**src/rtl/rs_alu_station.sv**
```systemverilog
// rtl/rs_alu_station.sv - six-entry ALU reservation station with dual-CDB wakeup and lowest-index select
module rs_alu_station #(
    parameter int RS_SIZE = 6,
    parameter int IDX_W   = 3,
    parameter int DATA_W  = 32,
    parameter int TAG_W   = 4,
    parameter int OP_W    = 6
) (
    input  logic               clk,
    input  logic               rst,
    input  logic               flush,
    output logic [RS_SIZE-1:0] free_status,
    input  logic               disp_en,
    input  logic [IDX_W-1:0]   disp_idx,
    input  logic [OP_W-1:0]    disp_op,
    input  logic [DATA_W-1:0]  disp_pc,
    input  logic [TAG_W-1:0]   disp_dest,
    input  logic               disp_s1_rdy,
    input  logic               disp_s2_rdy,
    input  logic [DATA_W-1:0]  disp_s1_val,
    input  logic [DATA_W-1:0]  disp_s2_val,
    input  logic [TAG_W-1:0]   disp_s1_tag,
    input  logic [TAG_W-1:0]   disp_s2_tag,
    input  logic               cdb_alu_en,
    input  logic               cdb_ls_en,
    input  logic [TAG_W-1:0]   cdb_alu_tag,
    input  logic [TAG_W-1:0]   cdb_ls_tag,
    input  logic [DATA_W-1:0]  cdb_alu_data,
    input  logic [DATA_W-1:0]  cdb_ls_data,
    output logic               iss_valid,
    output logic [OP_W-1:0]    iss_op,
    output logic [DATA_W-1:0]  iss_a,
    output logic [DATA_W-1:0]  iss_b,
    output logic [TAG_W-1:0]   iss_dest,
    output logic [DATA_W-1:0]  iss_pc
);

    logic [RS_SIZE-1:0] busy_q, busy_d;
    logic [RS_SIZE-1:0] s1_rdy_q, s1_rdy_d, s2_rdy_q, s2_rdy_d;
    logic [OP_W-1:0]    op_q     [RS_SIZE];
    logic [OP_W-1:0]    op_d     [RS_SIZE];
    logic [DATA_W-1:0]  pc_q     [RS_SIZE];
    logic [DATA_W-1:0]  pc_d     [RS_SIZE];
    logic [TAG_W-1:0]   dest_q   [RS_SIZE];
    logic [TAG_W-1:0]   dest_d   [RS_SIZE];
    logic [TAG_W-1:0]   s1_tag_q [RS_SIZE];
    logic [TAG_W-1:0]   s1_tag_d [RS_SIZE];
    logic [TAG_W-1:0]   s2_tag_q [RS_SIZE];
    logic [TAG_W-1:0]   s2_tag_d [RS_SIZE];
    logic [DATA_W-1:0]  s1_val_q [RS_SIZE];
    logic [DATA_W-1:0]  s1_val_d [RS_SIZE];
    logic [DATA_W-1:0]  s2_val_q [RS_SIZE];
    logic [DATA_W-1:0]  s2_val_d [RS_SIZE];

    logic               iss_valid_q, iss_valid_d;
    logic [OP_W-1:0]    iss_op_q, iss_op_d;
    logic [DATA_W-1:0]  iss_a_q, iss_a_d, iss_b_q, iss_b_d, iss_pc_q, iss_pc_d;
    logic [TAG_W-1:0]   iss_dest_q, iss_dest_d;

    logic [RS_SIZE-1:0] ready, sel_oh;

    // Operand capture from the CDBs; the ALU bus wins when both carry the tag.
    function automatic logic [DATA_W:0] snoop(input logic rdy, input logic [TAG_W-1:0] tag,
                                              input logic [DATA_W-1:0] val);
        if (rdy)                                 return {1'b1, val};
        else if (cdb_alu_en && cdb_alu_tag == tag) return {1'b1, cdb_alu_data};
        else if (cdb_ls_en && cdb_ls_tag == tag)   return {1'b1, cdb_ls_data};
        else                                     return {1'b0, val};
    endfunction

    // Select the lowest-index entry whose operands are both present (isolate lowest set bit).
    always_comb begin
        ready  = busy_q & s1_rdy_q & s2_rdy_q;
        sel_oh = ready & (~ready + RS_SIZE'(1));
    end

    // Next state: flush clears everything; otherwise issue, wakeup and dispatch act together.
    always_comb begin
        busy_d      = busy_q;
        s1_rdy_d    = s1_rdy_q;
        s2_rdy_d    = s2_rdy_q;
        op_d        = op_q;
        pc_d        = pc_q;
        dest_d      = dest_q;
        s1_tag_d    = s1_tag_q;
        s2_tag_d    = s2_tag_q;
        s1_val_d    = s1_val_q;
        s2_val_d    = s2_val_q;
        iss_valid_d = 1'b0;
        iss_op_d    = iss_op_q;
        iss_a_d     = iss_a_q;
        iss_b_d     = iss_b_q;
        iss_dest_d  = iss_dest_q;
        iss_pc_d    = iss_pc_q;
        if (flush) begin
            busy_d = '0;
        end else begin
            for (int i = 0; i < RS_SIZE; i++) begin
                if (busy_q[i]) begin
                    {s1_rdy_d[i], s1_val_d[i]} = snoop(s1_rdy_q[i], s1_tag_q[i], s1_val_q[i]);
                    {s2_rdy_d[i], s2_val_d[i]} = snoop(s2_rdy_q[i], s2_tag_q[i], s2_val_q[i]);
                end
                if (sel_oh[i]) begin
                    busy_d[i]   = 1'b0;
                    iss_valid_d = 1'b1;
                    iss_op_d    = op_q[i];
                    iss_a_d     = s1_val_q[i];
                    iss_b_d     = s2_val_q[i];
                    iss_dest_d  = dest_q[i];
                    iss_pc_d    = pc_q[i];
                end
                // Out-of-range indices (including the no-free code) never match any entry.
                if (disp_en && disp_idx == IDX_W'(i) && !busy_q[i]) begin
                    busy_d[i]   = 1'b1;
                    op_d[i]     = disp_op;
                    pc_d[i]     = disp_pc;
                    dest_d[i]   = disp_dest;
                    s1_tag_d[i] = disp_s1_tag;
                    s2_tag_d[i] = disp_s2_tag;
                    {s1_rdy_d[i], s1_val_d[i]} = snoop(disp_s1_rdy, disp_s1_tag, disp_s1_val);
                    {s2_rdy_d[i], s2_val_d[i]} = snoop(disp_s2_rdy, disp_s2_tag, disp_s2_val);
                end
            end
        end
    end

    // State registers with asynchronous reset.
    always_ff @(posedge clk or posedge rst) begin
        if (rst) begin
            busy_q      <= '0;
            s1_rdy_q    <= '0;
            s2_rdy_q    <= '0;
            for (int i = 0; i < RS_SIZE; i++) begin
                op_q[i]     <= '0;
                pc_q[i]     <= '0;
                dest_q[i]   <= '0;
                s1_tag_q[i] <= '0;
                s2_tag_q[i] <= '0;
                s1_val_q[i] <= '0;
                s2_val_q[i] <= '0;
            end
            iss_valid_q <= 1'b0;
            iss_op_q    <= '0;
            iss_a_q     <= '0;
            iss_b_q     <= '0;
            iss_dest_q  <= '0;
            iss_pc_q    <= '0;
        end else begin
            busy_q      <= busy_d;
            s1_rdy_q    <= s1_rdy_d;
            s2_rdy_q    <= s2_rdy_d;
            op_q        <= op_d;
            pc_q        <= pc_d;
            dest_q      <= dest_d;
            s1_tag_q    <= s1_tag_d;
            s2_tag_q    <= s2_tag_d;
            s1_val_q    <= s1_val_d;
            s2_val_q    <= s2_val_d;
            iss_valid_q <= iss_valid_d;
            iss_op_q    <= iss_op_d;
            iss_a_q     <= iss_a_d;
            iss_b_q     <= iss_b_d;
            iss_dest_q  <= iss_dest_d;
            iss_pc_q    <= iss_pc_d;
        end
    end

    assign free_status = ~busy_q;
    assign iss_valid   = iss_valid_q;
    assign iss_op      = iss_op_q;
    assign iss_a       = iss_a_q;
    assign iss_b       = iss_b_q;
    assign iss_dest    = iss_dest_q;
    assign iss_pc      = iss_pc_q;

endmodule

```
**config.mk**
```make
export PLATFORM = sky130hd
export DESIGN_NAME = rs_alu_station
export DESIGN_NICKNAME = d
export VERILOG_FILES = /design/src/rtl/rs_alu_station.sv
export SDC_FILE = /design/constraint.sdc
export NUM_CORES = 2
export LEC_CHECK = 0
export CORE_ASPECT_RATIO = 2
export CORE_MARGIN = 8
export CORE_UTILIZATION = 60
export DETAILED_ROUTE_END_ITERATION = 10
export GPL_ROUTABILITY_DRIVEN = 1
export GPL_TIMING_DRIVEN = 0
export HOLD_SLACK_MARGIN = 0.06
export PLACE_DENSITY = 0.81
export SLEW_MARGIN = 0
export SYNTH_ARGS = -nofsm -noshare
export SYNTH_HDL_FRONTEND = slang
export SYNTH_SLANG_ARGS = --single-unit
```
**constraint.sdc**
```tcl
create_clock -name clk -period 29.8 [get_ports clk]
set_input_delay 4.47 -clock clk [delete_from_list [all_inputs] [get_ports clk]]
set_output_delay 4.47 -clock clk [all_outputs]
set_load 0.02 [all_outputs]
```
# --- Word-level counts from Yosys, hierarchy flattened ---
# Cells that the tools add are included.
op_classes:
  n_addsub: 1
  n_eq_ne: 45
  n_mux: 140
  bitwise_logic: 6
  reduce_logical: 97
ops:
  columns: ["op", "n"]
  rows:
  - ["$mux W33", 42]
  - ["$mux W32", 42]
  - ["$eq A4 B4 Y1", 28]
  - ["$reduce_bool A3 Y1", 18]
  - ["$reduce_and A4 Y1", 12]
  - ["$mux W1", 43]
  - ["$mux W6", 7]
  - ["$logic_and A1 B1 Y1", 40]
  - ["$reduce_and A2 Y1", 13]
  - ["$mux W4", 6]
  - ["$ne A2 B1 Y1 const B", 12]
  - ["$and A6 B6 Y6", 3]
  - ["$not A6 Y6", 2]
  - ["$reduce_bool A2 Y1", 6]
  - ["$add A6 B1 Y6 const B", 1]
  - ["$eq A3 B2 Y1 const B", 2]
  - ["$eq A3 B3 Y1 const B", 2]
  - ["$logic_not A1 Y1", 6]
  - ["$reduce_bool A6 Y1", 1]
  - ["$eq A3 B1 Y1 const B", 1]
  - ["$logic_not A3 Y1", 1]
  - ["$not A1 Y1", 1]
word_totals:
  ff_bits: 809
  in_bits: 197
  out_inout_bits: 113
  word_cells: 355

# --- Depth between registers and ports, before layout ---
logic_depth:
  ltp_word: 12
  ltp_mapped: 10
  mapped_depth_nobuf: 6

# --- Worst setup path before layout ---
# Ideal clock, no wire load.
synth_timing:
  kind: "input -> register"
  from: "input cdb_ls_tag[1]"
  to: "register s2_val_q[0] (netlist name)"
  arrival_time_ns: 6.246
  slack_ns: 23.429
  stages: 9
  n_path_buf: 3
  cell_sequence: "buf_6 buf_6 xor2_1 nor3_1 nand3_1 a21o_1 a21oi_1 buf_2 mux2_2"
synth_via:
  elab_chain_cells: 6
  elab_cells_between_ends: 10
synth_lines:
  columns: ["element", "line", "rtl"]
  rows:
  - ["from (decl)", "27", "input logic [TAG_W-1:0] cdb_ls_tag,"]
  - ["$eq A4 B4 Y1", "67", "else if (cdb_ls_en && cdb_ls_tag == tag) return {1'b1, cdb_ls_data};"]
  - ["$logic_and A1 B1 Y1", "67", null]
  - ["$mux W33", "67", null]
  - ["$mux W33", "66", "else if (cdb_alu_en && cdb_alu_tag == tag) return {1'b1, cdb_alu_data};"]
  - ["$mux W33", "65", "if (rdy) return {1'b1, val};"]
  - ["$mux W32", "113", "if (disp_en && disp_idx == IDX_W'(i) && !busy_q[i]) begin"]
  - ["to (signal assigned)", "158", "s2_val_q <= s2_val_d;"]
  - ["to (decl)", "52", "logic [DATA_W-1:0] s2_val_q [RS_SIZE];"]
# Parallel ways exist; a longest one is shown, timed or not.
# A chain may end at the register's enable or synchronous reset.

# --- Worst setup path in the final report ---
layout_timing:
  from: "input cdb_ls_en"
  to: "register s2_val_q[9] (netlist name)"
layout_via:
  elab_chain_cells: 5
  elab_cells_between_ends: 8
layout_lines:
  columns: ["element", "line", "rtl"]
  rows:
  - ["from (decl)", "25", "input logic cdb_ls_en,"]
  - ["$logic_and A1 B1 Y1", "67", null]
  - ["$mux W33", "67", null]
  - ["$mux W33", "66", null]
  - ["$mux W33", "65", null]
  - ["$mux W32", "113", null]
# Parallel ways exist; a longest one is shown, timed or not.

==> qor.csv <==
stage,metric,value,unit
floorplan,start_util,60.44,%
pwr,p_sw_share,32.85,%
global_routing,antenna_found_initial,36,
synthesis,mappedNetlistArea,45210,um^2
global_routing,grt_first_pass_wirelength,305500,um
final_layout,drive_above_1_share,20.63,%
route,routed_via_density,7.755,
floorplan,die-area,84920,um^2
global_routing,grt_usage,49.53,%
clock_network,clkSinkCount,809,
clock_network,numCtsBuffers,75,
sta,setup_viol,0,
setup_path,r2r-end,iss_b[27],
place,gp_congestion,1.093,
pwr,p_leak,0.02128,uW
clock_network,clk_latency,0.73,ns
synthesis,synth_cells,4212,
synthesis,synth_top_area_cell,dfrtp_1,
route,vias,44126,
setup_path,critPathLaunchType,input port,
final_layout,fin_area,52370,um^2
clock_network,cts.path.max_buffers,3,
setup_path,critPathKind,in2reg,
hold_path,hp-start,pc_q[26],
clock_network,cts_tree,built,
synthesis,ys_seq_area_share,44.78,%
setup_path,cp.arrival,8.81,ns
global_routing,grt_max_degree,135,
final_layout,final_common_cell,dfrtp_1,
final_layout,final_nets,4789,
run,drv_cap,4,
pwr,netSwitchingPower,1186,uW
pwr,powerDensity,68.92,nW/um^2
sta,slew_viol_final,22,
place,post-place-cells,5521,
floorplan,fp.dieH,404.2,um
status,violations,"design-rule violations, max-capacitance violations, max-slew violations",
pwr,vdd_drop_max,0.00007292,V
clock_network,htree_num_levels,3,
floorplan,io_pins,310,
global_routing,grt_pass1_vias,45306,
pwr,p_int,2424,uW
setup_path,reg2regPathDepth,8,
global_routing,grt_remaining_overflow,0,
route,firstDrtPassIters,11,
setup_path,required,30.46,ns
final_layout,synthToLayoutAreaGrowth,15.85,%
synthesis,synth_top_area_share,44.78,%
route,ant_nets,0,
pwr,clkPwrFrac,29.8,%
clock_network,cts_setup_buffers,0,
route,wl,214100,um
sta,hold-worst-slack,0.5078,ns
sta,slew_headroom,-8.915,%
synthesis,synth-edff-count,0,
setup_path,cp_max_fo,10,
synthesis,synthTopCellsByArea,"dfrtp_1 (45%), mux2_2 (12%), a221o_1 (8.5%)",
floorplan,fp-row-count,142,
pwr,seq_power_share,43.5,%
sta,tightest_slew,1.621,ns
synthesis,synth_fp_nets,4409,
setup_path,r2r_slack,25.11,ns
sta,period_minus_slack,8.151,ns
final_layout,most-common-layout-cells,"dfrtp_1 (809), mux2_2 (492), a221o_1 (384)",
floorplan,die_w,210.1,um
setup_path,crit_path_end_kind,flop,
sta,final.period_utilization,27.35,%
hold_path,hold_class,reg2reg,
sta,rsz0062_at_grt,false,
clock_network,cts_resized,0,
sta,fin_skew,0.01997,ns
synthesis,syn_area_per_cell,10.73,um^2
route,drtIter0Drc,6374,
place,place_area,49610,um^2
place,port_buffers,293,
synthesis,synth_seq_cells,809,
final_layout,instances_no_fill,5690,
hold_path,hold_path_end,pc_q[26],
clock_network,cts.clk_slew.worst_paths,0.07,ns
route,route.detailed.drc,2,
synthesis,synth-main-ff-cell,dfrtp_1,
synthesis,synth_cell_type_count,65,
clock_network,cts_root_buf,clkbuf_16,
synthesis,async_reset_ff_share,100.0,%
place,place_hpwl,151100,um
pwr,combPwrFrac,26.7,%
status,status,finished with violations,
sta,hold_viol_final,0,
synthesis,yosysWarnings,0,
hold_path,holdPathStages,1,
clock_network,cts_hold_buf,0,
route,drt-wirelength-per-cell,37.63,um
sta,fin_tns_setup,0,ns
floorplan,core,74800,um^2
sta,max_freq,122.7,MHz
final_layout,utilization,70.02,%
setup_path,r2r-start,s2_rdy_q[0],
-- sequential cells by signal (all words and copies together) (netlist names) --
signal and cells:
pc_q 192, s1_val_q 192, s2_val_q 192, op_q 36
iss_a 32, iss_b 32, iss_pc 32, dest_q 24
s1_tag_q 24, s2_tag_q 24, busy_q 6, iss_op 6
s1_rdy_q 6, s2_rdy_q 6, iss_dest 4, iss_valid 1
-- layout make-up --
cell class                 count  area [um^2]
antenna                       29        72.57
buffer                       494         2261
clock buffer                 109         2186
clock inverter                29        464.2
fill                        5735        22430
inverter                      13        56.30
multi-input combinational   2896        22710
sequential                   809        20240
tap                         1008         1261
timing repair buffer         303         3120
-- cell usage after synthesis (28+ instances only) --
cell type	instances
a211oi_4	28
clkbuf_1	310
or4_4	28
o22a_1	192
mux2_2	492
o221ai_1	106
a21oi_1	336
nand3_1	32
a222oi_1	31
dfrtp_1	809
nor2_1	326
o22ai_1	106
buf_2	125
xor2_1	61
a221oi_2	33
a31oi_1	116
nor3b_2	30
nor3_1	36
xnor2_1	44
nor4_1	192
a221o_1	384
nand2_1	222
-- worst max path at each step --
stage	start	cells after the start	slack [ns]	endpoint
after global routing	cdb_ls_en	7	21.83	s2_val_q[9]
after floorplan	rst	1	2.61	busy_q[0]
final	cdb_ls_en	7	21.65	s2_val_q[9]
after global placement	rst	2	-7.26	pc_q[65]
after CTS	cdb_ls_en	7	22.15	s2_val_q[13]
after detailed placement	cdb_ls_en	7	21.43	s2_val_q[13]
-- per-stage QoR --
step	total power, uW	worst slack [ns]
floorplan	2103	2.609
global placement	2479	-7.256
detailed placement	2506	21.43
CTS	3562	22.15
global route	3706	21.83
finish	3610	21.65
-- metal layers --
metal / global-route usage, % / vias to the layer above / wire length [um]
li1: - / 17257 / -
met1: 49.32 / 21417 / 65080
met2: 76.31 / 3874 / 95980
met3: 21.16 / 1562 / 27200
met4: 48.03 / 16 / 25710
met5: 0.6893 / - / 140
-- power by group through the flow --
stage | combinational (uW) | sequential [uW] | clock [uW]
floorplan | 490 | 1610 | 0
global placement | 911 | 1570 | 0
detailed placement | 934 | 1570 | 0
CTS | 941 | 1560 | 1070
global route | 1010 | 1590 | 1110
finish | 963 | 1570 | 1080
-- critical path, stage by stage --
cell and delay, ns:
clkdlybuf4s50_1 0.74, clkbuf_1 0.49, nand3_1 0.30, nor4b_2 1.16, clkbuf_1 0.71, a221o_1 0.65
mux2_2 0.26
-- cell families after synthesis --
| kind of cell | after synthesis | synth area share, % |
|---|---|---|
| AO/OA/AOI/OAI | 1370 | 24.85 |
| AND/OR/NAND/NOR | 923 | 10.76 |
| flip-flops | 809 | 44.78 |
| buffers and inverters | 507 | 5.106 |
| multiplexers | 492 | 12.26 |
| XOR/XNOR | 111 | 2.250 |
(Power assumes the default switching activity.)
